===== src/rtl/uart_tx.sv =====
// 8N1 UART transmitter: byte-wide valid/ready into a small FIFO, serialized at BAUDRATE. Start bit leaves on the edge after a pop.
// Backpressure: in_ready drops while the FIFO is full; frames are sent back-to-back while bytes remain queued.

module uart_tx_fifo #(
    parameter int DEPTH = 4,
    parameter int WIDTH = 8
) (
    input  logic             clk,
    input  logic             reset,
    input  logic             wr_vld,
    output logic             wr_rdy,
    input  logic [WIDTH-1:0] wr_dat,
    input  logic             rd_en,
    output logic [WIDTH-1:0] rd_dat,
    output logic             empty
);
    localparam int AW = (DEPTH > 1) ? $clog2(DEPTH) : 1;
    localparam int CW = $clog2(DEPTH + 1);

    logic [WIDTH-1:0] mem [DEPTH];
    logic [AW-1:0]    wr_ptr;
    logic [AW-1:0]    rd_ptr;
    logic [CW-1:0]    count;
    logic             push;
    logic             pop;

    // Ready comes from the registered count only; a same-edge pop does not free a slot early.
    assign wr_rdy = (count != CW'(DEPTH));
    assign empty  = (count == '0);
    assign push   = wr_vld && wr_rdy;
    assign pop    = rd_en && !empty;
    assign rd_dat = mem[rd_ptr];

    always_ff @(posedge clk) begin
        if (push) begin
            mem[wr_ptr] <= wr_dat;
        end
    end

    always_ff @(posedge clk or posedge reset) begin
        if (reset) begin
            wr_ptr <= '0;
            rd_ptr <= '0;
            count  <= '0;
        end else begin
            if (push) begin
                wr_ptr <= wr_ptr + 1'b1;
            end
            if (pop) begin
                rd_ptr <= rd_ptr + 1'b1;
            end
            case ({push, pop})
                2'b10:   count <= count + 1'b1;
                2'b01:   count <= count - 1'b1;
                default: count <= count;
            endcase
        end
    end
endmodule

module uart_tx #(
    parameter int CLKRATE  = 1_790_000,
    parameter int BAUDRATE = 9600,
    parameter int DEPTH    = 4,
    parameter int STOPBITS = 1
) (
    input  logic       clk,
    input  logic       reset,
    input  logic [7:0] in_data,
    input  logic       in_valid,
    output logic       in_ready,
    output logic       tx,
    output logic       busy,
    output logic       empty
);
    localparam int DIVISOR   = (CLKRATE + BAUDRATE / 2) / BAUDRATE;
    localparam int STOP_CLKS = STOPBITS * DIVISOR;
    localparam int CW        = (STOP_CLKS > 1) ? $clog2(STOP_CLKS) : 1;

    localparam logic [CW-1:0] DIV_LAST  = CW'(DIVISOR - 1);
    localparam logic [CW-1:0] STOP_LAST = CW'(STOP_CLKS - 1);

    localparam logic [1:0] IDLE  = 2'd0;
    localparam logic [1:0] START = 2'd1;
    localparam logic [1:0] DATA  = 2'd2;
    localparam logic [1:0] STOP  = 2'd3;

    logic [1:0]    state;
    logic [CW-1:0] div_cnt;
    logic [2:0]    bit_idx;
    logic [7:0]    shift;
    logic [7:0]    head;
    logic          fifo_empty;
    logic          pop;

    uart_tx_fifo #(
        .DEPTH (DEPTH),
        .WIDTH (8)
    ) u_fifo (
        .clk    (clk),
        .reset  (reset),
        .wr_vld (in_valid),
        .wr_rdy (in_ready),
        .wr_dat (in_data),
        .rd_en  (pop),
        .rd_dat (head),
        .empty  (fifo_empty)
    );

    // A pop happens either from idle or on the last stop clock, which chains frames without a gap.
    always_comb begin
        pop = 1'b0;
        if (!fifo_empty) begin
            case (state)
                IDLE:    pop = 1'b1;
                STOP:    pop = (div_cnt == STOP_LAST);
                default: pop = 1'b0;
            endcase
        end
    end

    assign busy  = (state != IDLE) || !fifo_empty;
    assign empty = fifo_empty;

    always_ff @(posedge clk or posedge reset) begin
        if (reset) begin
            state   <= IDLE;
            tx      <= 1'b1;
            div_cnt <= '0;
            bit_idx <= '0;
            shift   <= '0;
        end else begin
            case (state)
                IDLE: begin
                    if (pop) begin
                        shift   <= head;
                        state   <= START;
                        tx      <= 1'b0;
                        div_cnt <= '0;
                    end
                end
                START: begin
                    if (div_cnt == DIV_LAST) begin
                        div_cnt <= '0;
                        bit_idx <= '0;
                        state   <= DATA;
                        tx      <= shift[0];
                    end else begin
                        div_cnt <= div_cnt + 1'b1;
                    end
                end
                DATA: begin
                    if (div_cnt == DIV_LAST) begin
                        div_cnt <= '0;
                        if (bit_idx == 3'd7) begin
                            state <= STOP;
                            tx    <= 1'b1;
                        end else begin
                            bit_idx <= bit_idx + 1'b1;
                            shift   <= {1'b0, shift[7:1]};
                            tx      <= shift[1];
                        end
                    end else begin
                        div_cnt <= div_cnt + 1'b1;
                    end
                end
                STOP: begin
                    if (div_cnt == STOP_LAST) begin
                        div_cnt <= '0;
                        if (pop) begin
                            shift <= head;
                            state <= START;
                            tx    <= 1'b0;
                        end else begin
                            state <= IDLE;
                        end
                    end else begin
                        div_cnt <= div_cnt + 1'b1;
                    end
                end
                default: begin
                    state <= IDLE;
                    tx    <= 1'b1;
                end
            endcase
        end
    end
endmodule

===== config.mk =====
export PLATFORM = sky130hd
export DESIGN_NAME = uart_tx
export DESIGN_NICKNAME = d
export VERILOG_FILES = /design/src/rtl/uart_tx.sv
export SDC_FILE = /design/constraint.sdc
export NUM_CORES = 1
export LEC_CHECK = 0
export ABC_AREA = 1
export CORE_MARGIN = 4
export CORE_UTILIZATION = 55
export CTS_BUF_LIST = sky130_fd_sc_hd__clkbuf_4
export CTS_CLUSTER_SIZE = 20
export DETAILED_ROUTE_END_ITERATION = 7
export PLACE_DENSITY = 0.83
export SYNTH_ARGS = -nofsm -noshare
export SYNTH_HDL_FRONTEND = slang
export SYNTH_HIERARCHICAL = 1
export SYNTH_SLANG_ARGS = --single-unit

===== constraint.sdc =====
create_clock -name clk -period 2.95 [get_ports clk]
set_clock_uncertainty 0.15 [all_clocks]
set_input_delay 0.295 -clock clk [delete_from_list [all_inputs] [get_ports clk]]
set_output_delay 0.295 -clock clk [all_outputs]
set_load 0.02 [all_outputs]

==> results by group <==
Detailed routing
  – Antenna Nets Post-Route: 0
  – DRT iter0 DRCs: 112
  – Final WL: 5585 um
  – Avg WL per Cell: 13.30 um
  – DR DRC count: 0
  – 1st-pass router iterations: 4
  – Vias/cell: 5.190
  – Via Count: 2,180

Finish
  – Ant. Diodes: 0
  – Register area: 1688 sq um
  – Nets: 370
  – Area occupied by multi-input gates: roughly 1200 sq um
  – Share of layout cells above drive strength 1: between 10% and 20%
  – Area growth, synth to finish: 11.08%
  – Fillers: 442
  – Layout Utilization: 64.96%

Setup path
  – Slowest stage delay, CP: 410 ps
  – CP top delay family: adder cells
  – CP max FO: 5
  – Slowest CP cell: dfrtp_1
  – WP buf/inv: 4
  – Critical path type: reg2reg
  – CP Data Required Time: 3110 ps
  – Startpoint types: flop
  – WP data arrival: 2750 ps
  – CP cell instances: inv_1, ha_1, nor3_2, nand2_2, inv_1, nand2_1, inv_1, ha_1, inv_1, fa_1, nand2_1, nand3_1, nand2_1, nand2_1
  – Worst Setup End Kind: flop

Timing
  – Worst slew pin tran: 856.8 ps
  – WHS: 330.8 ps
  – Period utilization: 87.88%
  – Setup Viol. Count Final: 0
  – Post-route setup slack: 357.4 ps
  – Max_slew headroom: between 40% and 50%
  – Highest clock rate: 385.7 MHz
  – Number of hold violations in the final report: 0
  – Pins Over Slew Limit: 0
  – RSZ-0062 raised after global routing: no
  – TNS Setup: 0 ps
  – Period minus WS final: 2593 ps

Placement
  – Routability Congestion: 0.8633
  – HPWL after DPL: 3890 um
  – I/O Buffers: 14
  – Setup WS pre-CTS: 283.3 ps

Pwr
  – Peak VDD IR: approximately 0.00051 V
  – Sw frac: 43.77%
  – PwrDens: 951.6 nW/um^2
  – Switch Pwr: 1426 uW
  – P_int: roughly 1800 uW
  – Clk network pwr share: 15.5%
  – Combinational share of power: roughly 44%
  – Seq pwr share: 40.9%
  – P_leak: 0.001621 uW

Yosys
  – YS warnings: 6
  – Synth Instances: 321
  – Cell accounting for the most synthesized area: edfxtp_1
  – Number of flops mapped to enable cells by yosys: 32
  – Cell Area, Synth: 3082 sq um
  – Dominant synthesized flop cell: edfxtp_1
  – Number of synthesized register bits: 61
  – Synth top cells by count: nand2_1, inv_1, edfxtp_1, dfrtp_1, o211ai_1
  – Post-synthesis cell type count: 31
  – Async SR Flop Fraction: 47.54%
  – Syn Nets: 346
  – Synth top area share: 31.18%
  – Syn Area/Cell: 9.600 sq um
  – Register area share after synthesis: 54.77%
  – Area contributors post-synth: edfxtp_1, dfrtp_1, nand2_1, inv_1, ha_1
  – Cell with the most instances after synthesis: nand2_1

GRT
  – Vias in the first global route: 2,219
  – Initial antenna violation count: 0
  – Total gr overflow: 0
  – GRT Total Usage: 17.66%
  – Global-route wire length before repair: 9791 um
  – Largest net degree at the start of global routing: 34

Clock network
  – Clk_lat worst skew: between 400 and 500 ps
  – CTS clk-pin slew, worst paths: 110 ps
  – Post-CTS setup buffers: 0
  – CTS Buf Count: 9
  – CTS tree: built
  – Clk sinks: 61
  – H-tree Lvls: 3
  – Clock Root Buffer: clkbuf_4
  – Longest Clk Path Bufs: 2

Die
  – Die Area: 6865 sq um
  – Width of the die: about 83 um
  – Row cnt: 26
  – Die height: 82.86 um
  – Initial Util: 58.48%
  – Ports: 15
  – Core Box Area: 5270 sq um

Flow run
  – Max cap viols: 0

Worst hold path
  – Hold Path Class: reg2reg

Status
  – Status: finished clean
## power groups by stage
stage	clock network (uW)	registers (uW)	logic (uW)
2_1_floorplan	0	1300	1130
3_3_place_gp	0	1330	1360
3_5_place_dp	0	1350	1420
4_1_cts	520	1330	1420
5_1_grt	561	1360	1650
6_report	505	1330	1420
## cells by family (layout without fill, tap and decap cells)
| kind of cell | after synthesis | count (layout) | share of synthesized area (%) |
|---|---|---|---|
| DFF | 61 | 61 | 54.77 |
| and+or+nand+nor | 152 | 152 | 23.10 |
| xor gates and xnor gates | 3 | 3 | 0.8528 |
| AOI/OAI and AO/OA | 37 | 37 | 7.836 |
| buffers and inverters | 54 | 83 | 7.511 |
| adders and majority gates | 14 | 14 | 5.928 |
## registers in the layout (all words and copies together) (netlist names)
register / flops
bit_idx: 3
tx: 1
u_fifo/mem: 32
u_fifo/rd_ptr: 2
u_fifo/count: 3
state: 2
shift: 8
div_cnt: 8
u_fifo/wr_ptr: 2
## final timing paths
path	depth (start not counted)	slack [ps]	startpoint	end
max	14	360	state[0]$_DFFE_PP0P_	u_fifo/count[2]$_DFFE_PP0P_
min	1	330	u_fifo/count[0]$_DFFE_PP0P_	u_fifo/count[0]$_DFFE_PP0P_
max reg2reg	14	360	state[0]$_DFFE_PP0P_	u_fifo/count[2]$_DFFE_PP0P_
min reg2reg	1	330	u_fifo/count[0]$_DFFE_PP0P_	u_fifo/count[0]$_DFFE_PP0P_
max in group asynchronous	3	1310	reset	div_cnt[2]$_DFFE_PP0P_
min in group asynchronous	3	560	reset	u_fifo/count[2]$_DFFE_PP0P_
## metrics by stage
step                total power, uW  area [sq um]  instances
floorplan                      2431          3082        321
CTS                            3269          3418        420
finish                         3258          3423        420
detailed placement             2764          3288        403
global placement               2697          3288        403
global route                   3570          3423        420
## layout make-up
cell class / instances / share of cell area, %
Sequential cell: 61 / 49.31
Multi-Input combinational cell: 206 / 34.10
Timing Repair Buffer: 19 / 5.263
Inverter: 48 / 5.263
Tap cell: 70 / 2.558
Clock buffer: 9 / 1.974
Clock inverter: 7 / 1.535
## timing repair
item / in CTS / in global routing
hold buffers: 1 / 0
resized for setup: 0 / 1
endpoints found under the setup margin: 0 / 1
hold endpoints to repair: 7 / 0
## cell usage in the layout, fill, tap and decap left out, types with 5 or more instances in the layout
cell type / instances
nand2_1: 101
dfrtp_1: 28
clkbuf_4: 9
o211ai_1: 16
inv_1: 45
edfxtp_1: 32
nor2_1: 10
o21ai_1: 5
nand2_2: 5
nand4_1: 11
ha_1: 13
clkdlybuf4s50_1: 14
nand3_1: 13
o21ai_0: 8
## worst reg2reg max path: cells and delay by family (launching register included)
family | cells | cell delay, ps
flip-flops | 1 | 410
AND/OR/NAND/NOR | 7 | 720
buffers and inverters | 4 | 320
adder cells (fa/ha/maj) | 3 | 910
## per-layer routing
layer	wire length (um)	GRT usage, %
met3	184	3.762
met5	0	0
met1	2458	20.86
met2	2878	30.32
met4	63	8.915
(Power assumes the default switching activity.)
